## config.mk

```make
export PLATFORM = sky130hd
export DESIGN_NAME = imem_loader_flat
export DESIGN_NICKNAME = d
export VERILOG_FILES = /design/src/rtl/imem_loader_pkg.sv /design/src/rtl/imem_loader_if.sv /design/src/rtl/imem_loader_word_assembler.sv /design/src/rtl/imem_loader.sv /design/src/flat_wrapper.sv
export SDC_FILE = /design/constraint.sdc
export NUM_CORES = 1
export LEC_CHECK = 0
export ABC_AREA = 1
export CAP_MARGIN = 5
export CORE_MARGIN = 10
export CORE_UTILIZATION = 50
export DETAILED_ROUTE_END_ITERATION = 10
export HOLD_SLACK_MARGIN = 0.03
export PLACE_DENSITY = 0.79
export REMOVE_ABC_BUFFERS = 1
export SYNTH_ARGS = -nofsm -noshare
export SYNTH_HDL_FRONTEND = slang
export SYNTH_SLANG_ARGS = --single-unit
```

## constraint.sdc

```tcl
create_clock -name i_clock -period 2.29 [get_ports i_clock]
set_input_delay 0.458 -clock i_clock [delete_from_list [all_inputs] [get_ports i_clock]]
set_output_delay 0.458 -clock i_clock [all_outputs]
set_load 0.01 [all_outputs]
```

## src/rtl/imem_loader_pkg.sv

```systemverilog
// Shared types and constants for the instruction-memory boot loader.
package imem_loader_pkg;

    typedef enum logic [2:0] {
        ST_IDLE,
        ST_LEN,
        ST_DATA,
        ST_WRITE,
        ST_CSUM,
        ST_DONE,
        ST_ERR
    } loader_state_e;

    localparam logic [1:0] ERR_NONE    = 2'd0;
    localparam logic [1:0] ERR_LEN     = 2'd1;
    localparam logic [1:0] ERR_TIMEOUT = 2'd2;
    localparam logic [1:0] ERR_CSUM    = 2'd3;

    localparam int LEN_BYTES      = 4;
    localparam int BYTES_PER_WORD = 4;

    // States in which the loader consumes stream bytes.
    function automatic logic is_rx_state(input loader_state_e s);
        return (s == ST_LEN) || (s == ST_DATA) || (s == ST_CSUM);
    endfunction

endpackage

```

## src/rtl/imem_loader_if.sv

```systemverilog
// Byte-stream input and instruction-memory write port of the loader.
interface imem_loader_if #(
    parameter int WIDTH = 32
) ();
    logic             rxValid;
    logic [7:0]       rxData;
    logic             rxReady;
    logic             insMemEn;
    logic [WIDTH-1:0] insMemAddr;
    logic [WIDTH-1:0] insMemDataIn;

    // master: byte source / memory side; slave: the loader itself.
    modport master (
        output rxValid, rxData,
        input  rxReady, insMemEn, insMemAddr, insMemDataIn
    );

    modport slave (
        input  rxValid, rxData,
        output rxReady, insMemEn, insMemAddr, insMemDataIn
    );
endinterface

```

## src/rtl/imem_loader_word_assembler.sv

```systemverilog
// Packs little-endian stream bytes into words and keeps the running 8-bit checksum.
module loader_word_assembler
    import imem_loader_pkg::*;
#(
    parameter int WIDTH = 32
) (
    input  logic             i_clk,
    input  logic             i_rst,
    input  logic             i_clear,
    input  logic             i_valid,
    input  logic [7:0]       i_byte,
    output logic [WIDTH-1:0] o_word,
    output logic             o_word_done,
    output logic [7:0]       o_csum
);
    localparam int IDX_W = $clog2(BYTES_PER_WORD);

    logic [IDX_W-1:0] r_idx;
    logic [WIDTH-1:0] r_word;
    logic [7:0]       r_csum;

    always_ff @(posedge i_clk) begin
        if (i_rst || i_clear) begin
            r_idx  <= '0;
            r_word <= '0;
            r_csum <= '0;
        end else if (i_valid) begin
            r_word[{r_idx, 3'b000} +: 8] <= i_byte;
            r_idx                        <= r_idx + IDX_W'(1);
            r_csum                       <= r_csum + i_byte;
        end
    end

    assign o_word      = r_word;
    assign o_word_done = i_valid && (r_idx == IDX_W'(BYTES_PER_WORD - 1));
    assign o_csum      = r_csum;
endmodule

```

## src/rtl/imem_loader.sv

```systemverilog
// Boot loader: framed byte stream -> instruction-memory writes; holds the core in reset until verified.
module imem_loader
    import imem_loader_pkg::*;
#(
    parameter int               WIDTH          = 32,
    parameter int               IMEM_DEPTH     = 512,
    parameter logic [WIDTH-1:0] BASE_ADDR      = '0,
    parameter int               TIMEOUT_CYCLES = 100000
) (
    input  logic          i_clock,
    input  logic          i_reset,
    input  logic          i_start,
    imem_loader_if.slave  bus,
    output logic          o_cpuReset,
    output logic          o_done,
    output logic          o_error,
    output logic [1:0]    o_errCode
);
    localparam int             MAX_WORDS = IMEM_DEPTH / 4;
    localparam int             TMO_W     = $clog2(TIMEOUT_CYCLES + 1);
    localparam logic [TMO_W-1:0] TMO_INIT = TMO_W'(TIMEOUT_CYCLES - 1);

    loader_state_e    r_state, w_next;
    logic [31:0]      r_len;
    logic [1:0]       r_len_idx;
    logic [31:0]      r_word_cnt;
    logic [WIDTH-1:0] r_addr;
    logic [TMO_W-1:0] r_tmo;
    logic [1:0]       r_err_code, w_err_code;

    logic             w_rx_state, w_accept, w_start_ok, w_tmo_hit, w_last_word;
    logic [31:0]      w_len_full;
    logic [WIDTH-1:0] w_asm_word;
    logic             w_word_done;
    logic [7:0]       w_csum;

    assign w_rx_state  = is_rx_state(r_state);
    assign w_accept    = bus.rxValid && w_rx_state;
    assign w_start_ok  = i_start && ((r_state == ST_IDLE) || (r_state == ST_DONE) || (r_state == ST_ERR));
    assign w_len_full  = {bus.rxData, r_len[31:8]};
    assign w_last_word = (r_word_cnt + 32'd1) == r_len;
    // Down-counter reloads on every accept; hitting zero on an idle cycle is the timeout.
    assign w_tmo_hit   = w_rx_state && !w_accept && (r_tmo == '0);

    loader_word_assembler #(.WIDTH(WIDTH)) u_asm (
        .i_clk       (i_clock),
        .i_rst       (i_reset),
        .i_clear     (w_start_ok),
        .i_valid     (w_accept && (r_state == ST_DATA)),
        .i_byte      (bus.rxData),
        .o_word      (w_asm_word),
        .o_word_done (w_word_done),
        .o_csum      (w_csum)
    );

    always_ff @(posedge i_clock) begin
        if (i_reset) r_state <= ST_IDLE;
        else         r_state <= w_next;
    end

    always_comb begin
        w_next     = r_state;
        w_err_code = r_err_code;
        case (r_state)
            ST_IDLE, ST_DONE, ST_ERR: begin
                if (i_start) begin
                    w_next     = ST_LEN;
                    w_err_code = ERR_NONE;
                end
            end
            ST_LEN: begin
                if (w_accept && (r_len_idx == 2'(LEN_BYTES - 1))) begin
                    if (w_len_full == 32'd0) begin
                        w_next = ST_CSUM;
                    end else if (w_len_full > 32'(MAX_WORDS)) begin
                        w_next     = ST_ERR;
                        w_err_code = ERR_LEN;
                    end else begin
                        w_next = ST_DATA;
                    end
                end else if (w_tmo_hit) begin
                    w_next     = ST_ERR;
                    w_err_code = ERR_TIMEOUT;
                end
            end
            ST_DATA: begin
                if (w_word_done) begin
                    w_next = ST_WRITE;
                end else if (w_tmo_hit) begin
                    w_next     = ST_ERR;
                    w_err_code = ERR_TIMEOUT;
                end
            end
            ST_WRITE: w_next = w_last_word ? ST_CSUM : ST_DATA;
            ST_CSUM: begin
                if (w_accept) begin
                    if (bus.rxData == w_csum) begin
                        w_next = ST_DONE;
                    end else begin
                        w_next     = ST_ERR;
                        w_err_code = ERR_CSUM;
                    end
                end else if (w_tmo_hit) begin
                    w_next     = ST_ERR;
                    w_err_code = ERR_TIMEOUT;
                end
            end
            default: w_next = ST_IDLE;
        endcase
    end

    always_ff @(posedge i_clock) begin
        if (i_reset) begin
            r_addr     <= BASE_ADDR;
            r_len      <= '0;
            r_len_idx  <= '0;
            r_word_cnt <= '0;
            r_tmo      <= TMO_INIT;
            r_err_code <= ERR_NONE;
        end else begin
            r_err_code <= w_err_code;
            if (w_start_ok) begin
                r_addr     <= BASE_ADDR;
                r_len      <= '0;
                r_len_idx  <= '0;
                r_word_cnt <= '0;
                r_tmo      <= TMO_INIT;
            end else begin
                if ((r_state == ST_LEN) && w_accept) begin
                    r_len     <= w_len_full;
                    r_len_idx <= r_len_idx + 2'd1;
                end
                if (r_state == ST_WRITE) begin
                    r_addr     <= r_addr + WIDTH'(4);
                    r_word_cnt <= r_word_cnt + 32'd1;
                end
                if (w_accept)                       r_tmo <= TMO_INIT;
                else if (w_rx_state && r_tmo != '0) r_tmo <= r_tmo - TMO_W'(1);
            end
        end
    end

    assign bus.rxReady      = w_rx_state;
    assign bus.insMemEn     = (r_state == ST_WRITE);
    assign bus.insMemAddr   = r_addr;
    assign bus.insMemDataIn = w_asm_word;
    assign o_cpuReset       = (r_state != ST_DONE);
    assign o_done           = (r_state == ST_DONE);
    assign o_error          = (r_state == ST_ERR);
    assign o_errCode        = r_err_code;
endmodule

```

## src/flat_wrapper.sv

```systemverilog
// flat-port wrapper written by rule: the top's interface ports become plain ports
module imem_loader_flat import imem_loader_pkg::*;
#(
    parameter int               WIDTH          = 32,
    parameter int               IMEM_DEPTH     = 512,
    parameter logic [WIDTH-1:0] BASE_ADDR      = '0,
    parameter int               TIMEOUT_CYCLES = 100000
)
  (i_clock, i_reset, i_start, o_cpuReset, o_done, o_error, o_errCode, bus_rxValid, bus_rxData, bus_rxReady, bus_insMemEn, bus_insMemAddr, bus_insMemDataIn);
  imem_loader_if #(.WIDTH(WIDTH)) bus_i ();
  input  logic i_clock;
  input  logic i_reset;
  input  logic i_start;
  output logic o_cpuReset;
  output logic o_done;
  output logic o_error;
  output logic [1:0] o_errCode;
  input wire logic [$bits(bus_i.rxValid)-1:0] bus_rxValid;
  input wire logic [$bits(bus_i.rxData)-1:0] bus_rxData;
  output wire logic [$bits(bus_i.rxReady)-1:0] bus_rxReady;
  output wire logic [$bits(bus_i.insMemEn)-1:0] bus_insMemEn;
  output wire logic [$bits(bus_i.insMemAddr)-1:0] bus_insMemAddr;
  output wire logic [$bits(bus_i.insMemDataIn)-1:0] bus_insMemDataIn;
  assign bus_i.rxValid = bus_rxValid;
  assign bus_i.rxData = bus_rxData;
  assign bus_rxReady = bus_i.rxReady;
  assign bus_insMemEn = bus_i.insMemEn;
  assign bus_insMemAddr = bus_i.insMemAddr;
  assign bus_insMemDataIn = bus_i.insMemDataIn;
  imem_loader #(.WIDTH(WIDTH), .IMEM_DEPTH(IMEM_DEPTH), .BASE_ADDR(BASE_ADDR), .TIMEOUT_CYCLES(TIMEOUT_CYCLES)) u_core (.i_clock(i_clock), .i_reset(i_reset), .i_start(i_start), .bus(bus_i), .o_cpuReset(o_cpuReset), .o_done(o_done), .o_error(o_error), .o_errCode(o_errCode));
endmodule
```

==> summary.md <==
| Metric | Value |
|---|---|
| Pin count of the biggest net entering global routing | 73 |
| Post-DP Area | 10900 sq um |
| Reg2reg end | u_core.r_state[1] |
| Via density | 5.38 |
| Worst-Skew Late Latency | 0.43 ns |
| Final instance area | 11700 sq um |
| Routed WL | 28000 um |
| Most used DFF post-synth | dfxtp_1 |
| Outcome | completed |
| CTS tree | yes |
| Final Net Count | 1643 |
| Number of cells after detailed placement | 1814 |
| Req. time, crit path | 2.62 ns |
| Hold EP | u_core.u_asm.o_word[6] |
| Netlist cell types | 45 |
| Die width | 156 um |
| Fmax | 0.445 GHz |
| Power consumption | 5.94 mW |
| Multi-input gate area in the final layout | 5230 sq um |
| DR vias | 9964 |
| Fin crit share | 98.0% |
| Core box area | 18000 sq um |
| R2r setup slk | 0.05 ns |
| Setup repair after global routing missed its margin | yes |
| Min Tclk post-route | 2.24 ns |
| Number of enable flip-flop cells after synthesis | 0 |
| Synthesized cell area | 9200 sq um |
| Die Y | 156 um |
| Cells on worst reg2reg path | 17 |
| Yosys warning total | 0 |
| Starting Density | 51.0% |
| DRC Markers | 0 |
| Crit Path Class | flip-flop to flip-flop |
| Pwr Density | 508 nW/um^2 |
| Worst hold path depth | 2 |
| I/O pin total | 83 |
| Pins Over Slew Limit | 0 |
| Reg clk slew, reported paths | 0.07 ns |
| CP Launch Type | flip-flop |
| Initial antenna violation count | 0 |
| Max-Cap Viols | 0 |
| PortBufs | 80 |
| Number of buffers created by CTS | 17 |
| # rows | 49 |
| DR iter-0 viols | 822 |
| Non-filler instance count after layout | 1853 |
| Hold Buf Count CTS | 0 |
| CTS root buffer | clkbuf_16 |
| Syn Area/Cell | 6.35 sq um |
| R2R Path Start | u_core.r_word_cnt[0] |
| Gr usage total | 22.3% |
| Share of the synthesized area in the top cell type | 34.8% |
| Crit path capture type | flip-flop |
| Post-synth ARST share | 0% |
| Worst vdd ir | 0.521 mV |
| Die ar. | 24200 sq um |
| Vias in the first global route | 9455 |
| Post-Route Skew | 0.00703 ns |
| H-tree depth | 4 |
| Fill count | 1609 |
| GPL Wtd Cong | 1.01 |
| DPL Wire Length | 20300 um |
| Setup-failing EPs final | 0 |
| Ant diodes | 0 |
| Synthesis-to-finish area growth | 27.2% |
| Share of cells above drive strength 1 | 15.1% |
| Critical path arrival | 2.57 ns |
| Initial DRT Pass Iterations | 6 |
| Cell count after synthesis | 1448 |
| First-pass GRT wire length | 45100 um |
| Class of the worst hold path | flip-flop to flip-flop |
| Setup TNS | 0 ns |
| Final hold violations | 0 |
| Total area of sequential cells | 3240 sq um |
| Top cells by area, synth | dfxtp_1, nand2_1, nand3_1 |
| Leakage dissipation | 4.96 nW |
| Post-route ant nets | 0 |
| Detailed-route wire length per cell | 15.1 um |
| Cell taking the most area after synthesis | dfxtp_1 |
| CTS max path bufs | 2 |
| Seq/Total Area, Yosys | 34.8% |
| Total grt overflow | 0 |
| Max FO, Critical Path | 5 |
| # clock sinks | 160 |
| Min-delay src | u_core.u_asm.o_word[6] |
| Synthesis-stage register bit count | 160 |
[metal layers]
layer  share of wire, %  vias to the layer above  wire, um  global-route usage [%]
met5                  0                        -         0                       0
met3                6.5                       81      1830                    5.18
li1                   -                     4972         -                       -
met1                 43                     4553     12000                    26.7
met4                3.2                        0       895                    8.24
met2                 47                      358     13300                    38.0
[through the flow]
stage	utilization (%)	hold WS, ns	worst slack [ns]
finish	65.0	0.465	0.0452
global route	65.0	0.485	-0.142
CTS	63.7	0.469	0.000108
detailed placement	60.3	0.451	-0.234
global placement	60.3	0.442	-0.188
floorplan	-	0.428	-1.14
[repair_timing]
action	4_1_cts	5_1_grt
buffers inserted	1	6
pin swaps	1	11
endpoints found under the setup margin	6	10
gates cloned	0	1
resized for setup	11	70
[cells in the final DEF (no fill, tap or decap), types with 5 or more instances in the layout]
master / count
ha_1: 17
nor2_1: 150
nand3_2: 9
a211oi_1: 5
nor2_2: 25
nor3_1: 15
nand2_2: 20
nand4_1: 23
inv_1: 200
dfxtp_1: 140
o211ai_1: 16
buf_4: 97
or2_2: 5
nand2_1: 376
nor2_4: 13
nand3_1: 149
clkdlybuf4s50_1: 75
a21oi_1: 109
o21ai_0: 50
dfxtp_2: 17
nand3b_1: 7
xor2_1: 14
clkbuf_16: 17
[critical path, cell delays in order, from the launching register on]
cell and delay, ns:
dfxtp_4 0.39, ha_1 0.18, nand2_1 0.09, nor2_1 0.19, buf_4 0.18, nand3_1 0.07
nand2_1 0.08, nand2_1 0.07, nand2_1 0.07, nand2_1 0.07, nor2_1 0.10, nand2_1 0.07
nor3_2 0.21, nand3_2 0.11, nand2_2 0.08, nand3_1 0.07, nand2_1 0.07, inv_1 0.04
[cell type report]
| type | instances | area share [%] |
|---|---|---|
| clock buffers | 17 | 3.63 |
| clock inverters | 14 | 1.26 |
| inverters | 205 | 6.57 |
| multi-input cells | 1046 | 44.6 |
| flip-flops and latches | 160 | 27.6 |
| well taps | 229 | 2.45 |
| repair buffers | 182 | 13.8 |
[state kept, by name, summed over array words and instances (netlist names)]
register and count:
u_core.bus.insMemAddr 30, u_core.o_errCode 2, u_core.r_len 32, u_core.r_len_idx 2, u_core.r_state 3, u_core.r_tmo 17
u_core.r_word_cnt 32, u_core.u_asm.o_csum 8, u_core.u_asm.o_word 32, u_core.u_asm.r_idx 2
[synth_stat cells (3+ instances only)]
library cell / instances
a211oi_1: 5
a21oi_1: 110
buf_1: 7
buf_4: 3
clkbuf_1: 27
dfxtp_1: 160
ha_1: 18
inv_1: 201
nand2_1: 390
nand2_2: 8
nand3_1: 155
nand3_2: 3
nand3b_1: 7
nand4_1: 23
nor2_1: 167
nor2_2: 7
nor2_4: 13
nor3_1: 17
nor4_1: 3
o211ai_1: 16
o21a_1: 3
o21ai_0: 53
o31ai_1: 3
or2_2: 5
xnor2_1: 3
xor2_1: 14
[power by group]
part	switching, mW	total, mW	leakage, nW	internal (mW)
Combinational	0.220	0.328	3.38	0.108
Clock	1.29	2.82	0.278	1.53
Sequential	0.00837	2.79	1.30	2.79
[worst max-delay path by stage]
stage               slack (ns)                      end            startpoint  cells after the start
floorplan                -1.14  u_core.u_asm.o_word[16]     u_core.r_state[0]                     12
global route             -0.14        u_core.r_state[1]  u_core.r_word_cnt[0]                     17
global placement         -0.19   u_core.u_asm.o_csum[6]         bus_rxData[0]                     12
detailed placement       -0.23   u_core.u_asm.o_csum[6]         bus_rxData[0]                     12
CTS                     0.0001             bus_insMemEn     u_core.r_state[1]                      4
finish                    0.05        u_core.r_state[1]  u_core.r_word_cnt[0]                     17
[cell families (layout without fill, tap and decap cells)]
logic type	count (synthesis)	in the layout	synth area share (%)
buf+inv	244	418	10.1
other cells	1	2	0.0408
xor+xnor	17	17	1.62
compound gates	196	196	11.5
fa+ha+maj	19	19	2.67
simple gates	811	812	39.2
flops	160	160	34.8
(Power assumes the default switching activity.)
